[config.mk]
export PLATFORM = sky130hd
export DESIGN_NAME = plic_irq_gateway
export DESIGN_NICKNAME = d
export VERILOG_FILES = /design/src/rtl/plic_irq_gateway.sv
export SDC_FILE = /design/constraint.sdc
export NUM_CORES = 1
export LEC_CHECK = 0
export BUFFER_PORTS_ARGS = -buffer_cell sky130_fd_sc_hd__buf_2
export CORE_MARGIN = 1
export CORE_UTILIZATION = 51
export CTS_CLUSTER_SIZE = 8
export DETAILED_ROUTE_END_ITERATION = 6
export GPL_TIMING_DRIVEN = 0
export PLACE_DENSITY = 0.85
export REMOVE_ABC_BUFFERS = 1
export SLEW_MARGIN = 20
export SYNTH_ARGS = -nofsm -noshare
export SYNTH_HDL_FRONTEND = slang
export SYNTH_SLANG_ARGS = --single-unit
[constraint.sdc]
create_clock -name clock_i -period 1.6 [get_ports clock_i]
set_clock_uncertainty 0.1 [all_clocks]
set_input_delay 0.16 -clock clock_i [delete_from_list [all_inputs] [get_ports clock_i]]
set_output_delay 0.16 -clock clock_i [all_outputs]
set_load 0.01 [all_outputs]
[src/rtl/plic_irq_gateway.sv]
// PLIC interrupt gateway: synchronises raw sources and turns level/edge requests into one pending bit per line.
// Latency SYNC_STAGES+1 cycles source->pending; a line is held off between claim and complete.
module plic_irq_gateway #(
  parameter int unsigned               NUM_SOURCES    = 32,
  parameter int unsigned               SYNC_STAGES    = 2,
  parameter logic [NUM_SOURCES-1:0]    EDGE_MASK      = '0,
  parameter int unsigned               EDGE_CNT_WIDTH = 2,
  localparam int unsigned              IDW            = (NUM_SOURCES > 1) ? $clog2(NUM_SOURCES) : 1
) (
  input  logic                   clock_i,
  input  logic                   reset_ni,
  input  logic [NUM_SOURCES-1:0] irq_src_i,
  input  logic                   claim_valid_i,
  input  logic [IDW-1:0]         claim_id_i,
  input  logic                   complete_valid_i,
  input  logic [IDW-1:0]         complete_id_i,
  output logic [NUM_SOURCES-1:0] pending_o,
  output logic [NUM_SOURCES-1:0] in_service_o,
  output logic [NUM_SOURCES-1:0] edge_overflow_o
);

  localparam logic [EDGE_CNT_WIDTH-1:0] CNT_MAX = '1;

  logic [NUM_SOURCES-1:0]    w_sync;
  logic [NUM_SOURCES-1:0]    r_prev;
  logic [NUM_SOURCES-1:0]    r_pend;
  logic [NUM_SOURCES-1:0]    r_serv;
  logic [NUM_SOURCES-1:0]    r_ovf;
  logic [EDGE_CNT_WIDTH-1:0] r_cnt [NUM_SOURCES];

  logic [NUM_SOURCES-1:0]    w_claim;
  logic [NUM_SOURCES-1:0]    w_done;
  logic [NUM_SOURCES-1:0]    w_rise;
  logic [NUM_SOURCES-1:0]    w_pend_nx;
  logic [NUM_SOURCES-1:0]    w_serv_nx;
  logic [NUM_SOURCES-1:0]    w_ovf_nx;
  logic [EDGE_CNT_WIDTH-1:0] w_cnt_nx [NUM_SOURCES];

  generate
    if (SYNC_STAGES == 0) begin : g_nosync
      assign w_sync = irq_src_i;
    end else begin : g_sync
      logic [NUM_SOURCES-1:0] r_sync [SYNC_STAGES];
      always_ff @(posedge clock_i) begin
        if (!reset_ni) begin
          for (int k = 0; k < SYNC_STAGES; k++) r_sync[k] <= '0;
        end else begin
          r_sync[0] <= irq_src_i;
          for (int k = 1; k < SYNC_STAGES; k++) r_sync[k] <= r_sync[k-1];
        end
      end
      assign w_sync = r_sync[SYNC_STAGES-1];
    end
  endgenerate

  always_comb begin
    for (int i = 0; i < NUM_SOURCES; i++) begin
      w_claim[i]   = claim_valid_i && (claim_id_i == IDW'(i)) && r_pend[i];
      w_done[i]    = complete_valid_i && (complete_id_i == IDW'(i)) && r_serv[i];
      w_rise[i]    = w_sync[i] & ~r_prev[i];
      w_pend_nx[i] = r_pend[i];
      w_serv_nx[i] = r_serv[i];
      w_ovf_nx[i]  = r_ovf[i];
      w_cnt_nx[i]  = r_cnt[i];
      if (EDGE_MASK[i]) begin
        if (w_claim[i]) begin
          w_pend_nx[i] = 1'b0;
          w_serv_nx[i] = 1'b1;
        end else if (w_done[i]) begin
          w_serv_nx[i] = 1'b0;
          // A coincident edge replaces the queued one, so the count is left as is.
          if (w_rise[i]) begin
            w_pend_nx[i] = 1'b1;
          end else if (r_cnt[i] != '0) begin
            w_pend_nx[i] = 1'b1;
            w_cnt_nx[i]  = r_cnt[i] - 1'b1;
          end
        end else if (!r_pend[i] && !r_serv[i] && w_rise[i]) begin
          w_pend_nx[i] = 1'b1;
        end
        if (w_rise[i] && (r_pend[i] || r_serv[i]) && !w_done[i]) begin
          if (r_cnt[i] == CNT_MAX) w_ovf_nx[i] = 1'b1;
          else                     w_cnt_nx[i] = r_cnt[i] + 1'b1;
        end
      end else begin
        if (w_claim[i]) begin
          w_pend_nx[i] = 1'b0;
          w_serv_nx[i] = 1'b1;
        end else if (w_done[i]) begin
          w_serv_nx[i] = 1'b0;
        end else if (!r_pend[i] && !r_serv[i] && w_sync[i]) begin
          w_pend_nx[i] = 1'b1;
        end
      end
      if (i == 0) begin
        w_pend_nx[i] = 1'b0;
        w_serv_nx[i] = 1'b0;
        w_ovf_nx[i]  = 1'b0;
        w_cnt_nx[i]  = '0;
      end
    end
  end

  always_ff @(posedge clock_i) begin
    if (!reset_ni) begin
      r_prev <= '0;
      r_pend <= '0;
      r_serv <= '0;
      r_ovf  <= '0;
      for (int i = 0; i < NUM_SOURCES; i++) r_cnt[i] <= '0;
    end else begin
      r_prev <= w_sync;
      r_pend <= w_pend_nx;
      r_serv <= w_serv_nx;
      r_ovf  <= w_ovf_nx;
      r_cnt  <= w_cnt_nx;
    end
  end

  assign pending_o       = r_pend;
  assign in_service_o    = r_serv;
  assign edge_overflow_o = r_ovf;

endmodule
# Yosys cells after proc, flatten, opt, wreduce, memory -nomap -nowiden
# Memory sizes are Yosys's and may differ from the RTL's.
# Index checks and enable logic that the tools add are counted.
# totals
output_inout_bits,96
word_cells,568
inputBits,46
n_memories,1
reg_bits,64
mem_bits_rw,64
# mem_list
memory,words,width,read_ports,rd_clocked_by_memory_dff,write_ports,line,text
g_sync.r_sync,2,32,2,0,2,43,logic [NUM_SOURCES-1:0] r_sync [SYNC_STAGES];
# op_classes
n_eq_ne,62
n_mux,66
bitwise_logic,34
n_reduce_logical,341
# ops
operator,n
logical AND 1 bit,186
== test 5 bit (second input constant),32
== test 5 x 4 -> 1 bit (second input constant),16
2-to-1 mux 1 bit,64
2-to-1 mux 32 bit,2
zero test 1 bit,62
AND reduction 2 bit,31
nonzero test 2 bit,31
OR reduction 2 bit,31
== test 5 x 3 -> 1 bit (second input constant),8
NOT 1 bit,32
== test 5 x 2 -> 1 bit (second input constant),4
== test 5 x 1 -> 1 bit (second input constant),2
OR 1 bit,2

# Logic depth before layout (Yosys ltp)
# Gate-level depths: netlist of run 1.
# logic_depth
ltp_word,5
mapped_depth,5

# Worst setup path before layout of run 1
# Ideal clock, no wire load.
# synth_path
kind,input to register
from,input port complete_id_i[2]
to,register r_serv[24] (netlist: in_service_o[24])
setup_time_ns,0.120
arrival_ns,1.019
n_path_buf,1
path_stages,4
setup_slack_ns,0.361
required_time_ns,1.380
path_cell_list,buf_2 -> or4b_4 -> o211ai_2 -> o21ai_1
# synth_between
elab_chain_len,4
# synth_lines
element,line,text
"start, declared",16,"input logic [IDW-1:0] complete_id_i,"
== test 5 bit,59,w_done[i] = complete_valid_i && (complete_id_i == IDW'(i)) && r_serv[i];
logical AND 1 bit (2 in series),59,
nonzero test 2 bit (no line),-,
"end signal, assigned",114,r_serv <= w_serv_nx;
"end, declared",27,logic [NUM_SOURCES-1:0] r_serv;
# No other way between the ends.
# A chain may end at the register's enable or synchronous reset.

# Worst setup path in the final report of run 1
# layout_path
from,input port complete_id_i[3]
to,register r_serv[5] (netlist: in_service_o[5])
# layout_between
elab_chain_len,4
# layout_lines
element,line
== test 5 x 3 -> 1 bit,59
logical AND 1 bit (2 in series),59
nonzero test 2 bit (no line),-
# No other way between the ends.

==> run summary, run 1 <==
Final setup violation count - 0
Crit Path Max Fanout - 10
Die X-Extent - 97.1 um
Worst VDD drop - 0.00105 V
RSZ-0062 raised after global routing - no
Synth Instances - 459
Crit end category - flip-flop
Largest net degree at the start of global routing - 82
Placed inst area - 5050 um2
Reg clk slew, reported paths - 0.05 ns
Antenna Violating Nets Remaining - 0
Die Ht - 97.1 um
DRT Pass-1 Iters - 4
CP Launch Type - input pin
Leakage power - 2.76 nW
Gpl congestion - 0.776
Synth cell types - 32
Dominant synthesized flop cell - dfxtp_1
Ys async rst share - 0%
Violation count after the first detailed-route iteration - 168
Start of the worst register-to-register path - g_sync.r_sync[0][35]$_SDFF_PN0_
Mean Syn Cell Area - 10.1 um2
Core Rows - 34
EDFF count, synth - 0
# IOs - 142
Layout cells sized above 1 - 23.3%
Nets - 644
Worst Path Arrival - 1.81 ns
Initial antenna violation count - 0
Hold-critical path endpoint - pending_o[1]$_SDFFE_PP0P_
I/O Buffers - 106
Max_slew headroom - 33.7%
Final period util - 94.3%
Met2 usage - 40.7%
Register area share after synthesis - 53.8%
Maximum buffer depth of the clock tree - 2
Dpl hpwl - 7.02 mm
Min-delay src - claim_id_i[2]
Root buf cell - clkbuf_8
Area Overhead vs Synth - 31.5%
Final Max Tran Viols - 0
Vias in the first global route - 3630
Drt drc - 0
Design Area, Final - 6070 um2
Worst-Skew Late Latency - 0.51 ns
Global routing's busiest layer - met2
Post-CTS sizing - 0
Core Box Area - 8720 um2
Dominant cell type by area after synthesis - dfxtp_1
Die footprint - 9430 um2
Synth top cells by count - dfxtp_1 (124), and2_1 (63), buf_4 (35), nor2b_1 (33), nand3_1 (26)
Hold depth - 3
Synthesized flop and latch total - 124
Fin. Hold Viols - 0
CP Class - input pin to flip-flop
Clock sinks - 124
Post-CTS setup repair buffer count - 0
R2r setup slk - 0.17 ns
H-tree Lvls - 4
Synth Warn # - 0
Gr ovfl total - 0
Met3 Use GR - 7.55%
Critical Path RT - 1.90 ns
Max Cap Violations - 0
Max frequency - 0.663 GHz
Min Clock Period, post-route - 1.51 ns
Met1 usage - 29.1%
Mapped cell area - 4610 um2
Reg2Reg Depth - 4
Fin util - 69.6%
Worst-Margin Slew - 0.991 ns
Vias per inst - 5.31
Final wirelength - 11.2 mm
Routed wire per std cell - 15.6 um
Pwr dens - 1270 nW/um2
Worst reg2reg path endpoint - pending_o[3]$_SDFFE_PP0P_
First-pass GRT wire length - 17.8 mm
# diodes - 0
Ranking of synthesized cells by area - dfxtp_1 (54%), and2_1 (8.5%), buf_4 (5.7%), nor2b_1 (4.5%), a31oi_1 (3.0%)
Gr usage total - 24.0%
Min-delay worst type - input pin to flip-flop
Via count - 3811
Synth top area share - 53.8%
Initial core utilization - 52.9%
CTS buffer count - 17
CTS tree - yes
Fillers - 611
Most numerous cell in the Yosys netlist - dfxtp_1
Status - completed
[report_power, final]
group | internal (mW) | switching (mW) | leakage, nW
combinational | 0.235 | 0.278 | 1.46
clock | 2.56 | 1.36 | 0.291
sequential | 3.21 | 0.0544 | 1.02
total | 6.00 | 1.69 | 2.76
[through the flow]
step	hold WS (ns)	TNS (ns)	power [mW]	setup WS, ns	std cells
after floorplan	0.182	0	3.53	0.344	431
after global placement	0.265	-56.26	3.73	-0.627	645
after detailed placement	0.269	-0.683	3.75	-0.188	646
after CTS	0.00395	0	7.71	0.157	718
after global routing	0.0295	0	7.94	0.000641	718
final	0.0152	0	7.69	0.0912	718
[per-layer routing]
layer / routed length, um / part of all wire (%)
met1: 4830 / 43
met2: 5580 / 50
met3: 660 / 5.9
met4: 104 / 0.93
met5: 0 / 0
[final cells by class]
cell class / instances / area, um2 / area share [%]
clock buffer: 20 / 435 / 7.18
sequential: 124 / 2480 / 40.9
timing repair buffer: 148 / 971 / 16.0
tap: 108 / 135 / 2.23
clock inverter: 11 / 168 / 2.76
multi-input combinational: 307 / 1880 / 30.9
[layout by cell type (no fill, tap or decap), drive strengths merged]
cell and n:
nand4 8, dlygate4sd3 41, o311ai 7, nand4bb 3
clkinvlp 2, a41oi 1, nand2b 4, and3 1
and2 63, o211ai 15, a31oi 22, nor3b 2
a21boi 9, clkinv 4, bufinv 4, conb 34
buf 107, inv 1, nand3 26, nor2b 33
o211a 8, nand2 10, nor4b 1, and4bb 3
dfxtp 124, nand4b 5, and2b 1, nor2 2
o21ai 48, or4b 1, clkbuf 20
[cells by family after synthesis]
family / count (synthesis) / share of synthesized area [%]
flops: 124 / 53.8
simple gates: 163 / 22.4
buf+inv: 61 / 8.27
other cells: 1 / 0.0813
compound gates: 110 / 15.5
[worst max-delay path by stage]
| stage | from | to | slack (ns) |
|---|---|---|---|
| after detailed placement | claim_id_i[1] | pending_o[6]$_SDFFE_PP0P_ | -0.19 |
| after global routing | complete_id_i[3] | in_service_o[5]$_SDFFE_PN0P_ | 0.0006 |
| final | complete_id_i[3] | in_service_o[5]$_SDFFE_PN0P_ | 0.09 |
| after CTS | complete_id_i[3] | in_service_o[5]$_SDFFE_PN0P_ | 0.16 |
| after global placement | reset_ni | pending_o[3]$_SDFFE_PP0P_ | -0.63 |
| after floorplan | claim_id_i[1] | pending_o[6]$_SDFFE_PP0P_ | 0.34 |
[registers in the layout, summed over array words and instances (netlist names)]
register and flops:
g_sync.r_sync 62, in_service_o 31, pending_o 31
[repair_timing]
item                                    4_1_cts  5_1_grt
endpoints found under the hold margin        41        0
hold buffers                                 41        0
endpoints found under the setup margin        0        0
[critical path, cell delays in order]
cell	delay [ns]
dlygate4sd3_1	0.53
buf_2	0.19
o311ai_1	0.29
dlygate4sd3_1	0.59
nand2_1	0.04
No activity file was read; power rests on OpenSTA's default activity.
==> inputs of run 2 (changes only) <==
--- a/config.mk
+++ b/config.mk
@@ -11,7 +11,7 @@
 export CTS_CLUSTER_SIZE = 8
 export DETAILED_ROUTE_END_ITERATION = 6
 export GPL_TIMING_DRIVEN = 0
-export PLACE_DENSITY = 0.85
+export PLACE_DENSITY = 0.8
 export REMOVE_ABC_BUFFERS = 1
 export SLEW_MARGIN = 20
 export SYNTH_ARGS = -nofsm -noshare
==> run 2 against run 1 <==
The flow now finishes with violations (negative hold slack). Sequential cell count unchanged. Sequential share of layout area is 0.58 points higher. Critical path depth stayed put. Via count shrank 1.4%. Die area is the same. Critical path type unchanged.
==> run summary, run 2 (synthesis gave the netlist of run 1 again) <==
Setup ws final - 0.0217 ns (-0.0694 ns)
Die Ht - 97.1 um (unchanged)
Dpl hpwl - 6.93 mm (-1.4%)
Root buf cell - clkbuf_8
Reg2Reg Depth - 4 (unchanged)
Initial antenna violation count - 0 (unchanged)
Slowest Stage Delay on Critical Path - 0.60 ns (about the same)
Fin util - 68.6% (-0.98 points)
Slowest cell on crit path - dlygate4sd3_1
Vias in the first global route - 3524 (-2.9%)
Via count - 3756 (-1.4%)
Core Box Area - 8720 um2 (unchanged)
H-tree Lvls - 4 (unchanged)
Start of the worst register-to-register path - g_sync.r_sync[0][35]$_SDFF_PN0_
CTS tree - yes
Max_slew headroom - 36.0% (+2.3 points)
Status - complete, but fails checks
Drt drc - 0 (unchanged)
Pwr dens - 1200 nW/um2 (-5.5%)
Reg clk slew, reported paths - 0.05 ns (about the same)
Critical-path cell list - dlygate4sd3_1, buf_2, o311ai_1, dlygate4sd3_1, nand2_1
CP Class - input pin to flip-flop
Worst reg2reg path endpoint - pending_o[3]$_SDFFE_PP0P_
Worst-Margin Slew - 0.956 ns (-0.0345 ns)
I/O Buffers - 106 (unchanged)
Failing checks - negative hold slack
Violation count after the first detailed-route iteration - 187 (+11%)
Fin. Hold Viols - 6 (+6)
Dpl ws - -0.264 ns (-0.0765 ns)
Worst Path Arrival - 1.87 ns (+0.06 ns)
Commonest non-fill, non-tap cell in the layout - dfxtp_1
Worst Path Buf+Inv - 3 (unchanged)
Gr usage total - 23.1% (-0.84 points)
Worst VDD drop - 0.000689 V (-35%)
Final setup violation count - 0 (unchanged)
Hold-critical path endpoint - pending_o[11]$_SDFFE_PP0P_
Die X-Extent - 97.1 um (unchanged)
Largest net degree at the start of global routing - 83 (+1.2%)
Routed wire per std cell - 15.0 um (-3.6%)
Area Overhead vs Synth - 29.7%
Antenna Violating Nets Remaining - 0 (unchanged)
# IOs - 142 (unchanged)
CP Launch Type - input pin
CP top delay family - buffers and inverters
Final Max Tran Viols - 0 (unchanged)
Min-delay worst type - input pin to flip-flop
Critical Path RT - 1.89 ns (about the same)
Maximum buffer depth of the clock tree - 2 (unchanged)
Seq. cell area - 2480 um2 (unchanged)
First-pass GRT wire length - 17.2 mm (-3.3%)
Worst-Skew Late Latency - 0.50 ns (about the same)
Max Cap Violations - 0 (unchanged)
Initial core utilization - 52.9% (unchanged)
Layout cells sized above 1 - 23.2% (-0.088 points)
Gpl congestion - 0.807 (+4.0%)
Most flops, register - g_sync.r_sync
Die footprint - 9430 um2 (unchanged)
Vias per inst - 5.25 (-1.2%)
Max reg flops - 62 (unchanged)
Min-delay src - reset_ni
Fillers - 643 (+5.2%)
Crit end category - flip-flop
CTS buffer count - 17 (unchanged)
Top cell by count, worst path - dlygate4sd3_1
Hold depth - 2 (-1)
Most frequent cells in the layout - dfxtp_1 (124), buf_2 (105), and2_1 (63)
Nets - 642 (-0.31%)
DRT Pass-1 Iters - 5 (+1)
Crit Path Max Fanout - 11 (+1)
Min Clock Period, post-route - 1.58 ns (+0.0694 ns)
RSZ-0062 raised after global routing - no
Final period util - 98.6% (+4.3 points)
Max frequency - 0.634 GHz (-4.4%)
Final wirelength - 10.7 mm (-3.9%)
R2r setup slk - 0.16 ns (about the same)
Multi-input logic area - 1880 um2 (unchanged)
# diodes - 0 (unchanged)
Hold Slack - -0.0127 ns (-0.0279 ns)
Gr ovfl total - 0 (unchanged)
Clock sinks - 124 (unchanged)
Leakage power - 2.73 nW (-1.3%)
Core Rows - 34 (unchanged)
[run 2: cell types whose count changed in the layout (fill, tap and decap cells not counted), sizes merged]
cell	before	now
bufinv	4	1
clkinvlp	2	1
inv	1	0
dlygate4sd3	41	39
clkinv	4	6
clkbuf	20	23
[run 2: final cells by class]
cell class | instances | share of cell area [%]
Tap cell | 108 | 2.26
Multi-Input combinational cell | 307 | 31.4
Timing Repair Buffer | 146 | 16.0
Clock buffer | 23 | 7.80
Sequential cell | 124 | 41.5
Clock inverter | 8 | 1.13
[run 2: timing repair]
item	in CTS	in global routing
hold endpoints to repair	39	1
setup buffers	0	0
resized for setup	0	1
setup endpoints to repair	0	1
hold buffers	38	1
[run 2: how the worst max path moves through the flow]
stage,slack (ns),start,end,cells after the start
2_1_floorplan,0.34,claim_id_i[1],pending_o[6]$_SDFFE_PP0P_,3
3_3_place_gp,-0.63,reset_ni,pending_o[3]$_SDFFE_PP0P_,3
3_5_place_dp,-0.26,claim_id_i[1],pending_o[6]$_SDFFE_PP0P_,4
4_1_cts,0.12,complete_id_i[0],in_service_o[2]$_SDFFE_PN0P_,5
5_1_grt,0.004,complete_id_i[0],in_service_o[2]$_SDFFE_PN0P_,5
6_report,0.02,complete_id_i[0],in_service_o[2]$_SDFFE_PN0P_,5
[run 2: power breakdown]
part,internal (mW),switching [mW],total (mW)
Sequential,3.21,0.0521,3.26
Clock,2.15,1.25,3.40
Combinational,0.234,0.278,0.512
[run 2: routing by layer]
layer | vias up | global-route usage, % | routed length [um]
met5 | - | 0 | 0
met1 | 1784 | 28.0 | 4650
met3 | 12 | 7.63 | 725
li1 | 1829 | - | -
met4 | 0 | 8.96 | 128
met2 | 131 | 38.0 | 5230
[run 2: through the flow]
| stage | total power [mW] | hold WS [ns] | std cells | setup TNS [ns] | instance area (um2) |
|---|---|---|---|---|---|
| 2_1_floorplan | 3.53 | 0.182 | 431 | 0 | 4360 |
| 3_3_place_gp | 3.73 | 0.265 | 645 | -56.03 | 5020 |
| 3_5_place_dp | 3.76 | 0.269 | 646 | -1.77 | 5050 |
| 4_1_cts | 7.20 | 0.00604 | 715 | 0 | 5970 |
| 5_1_grt | 7.40 | -0.00313 | 716 | 0 | 5980 |
| 6_report | 7.17 | -0.0127 | 716 | 0 | 5980 |
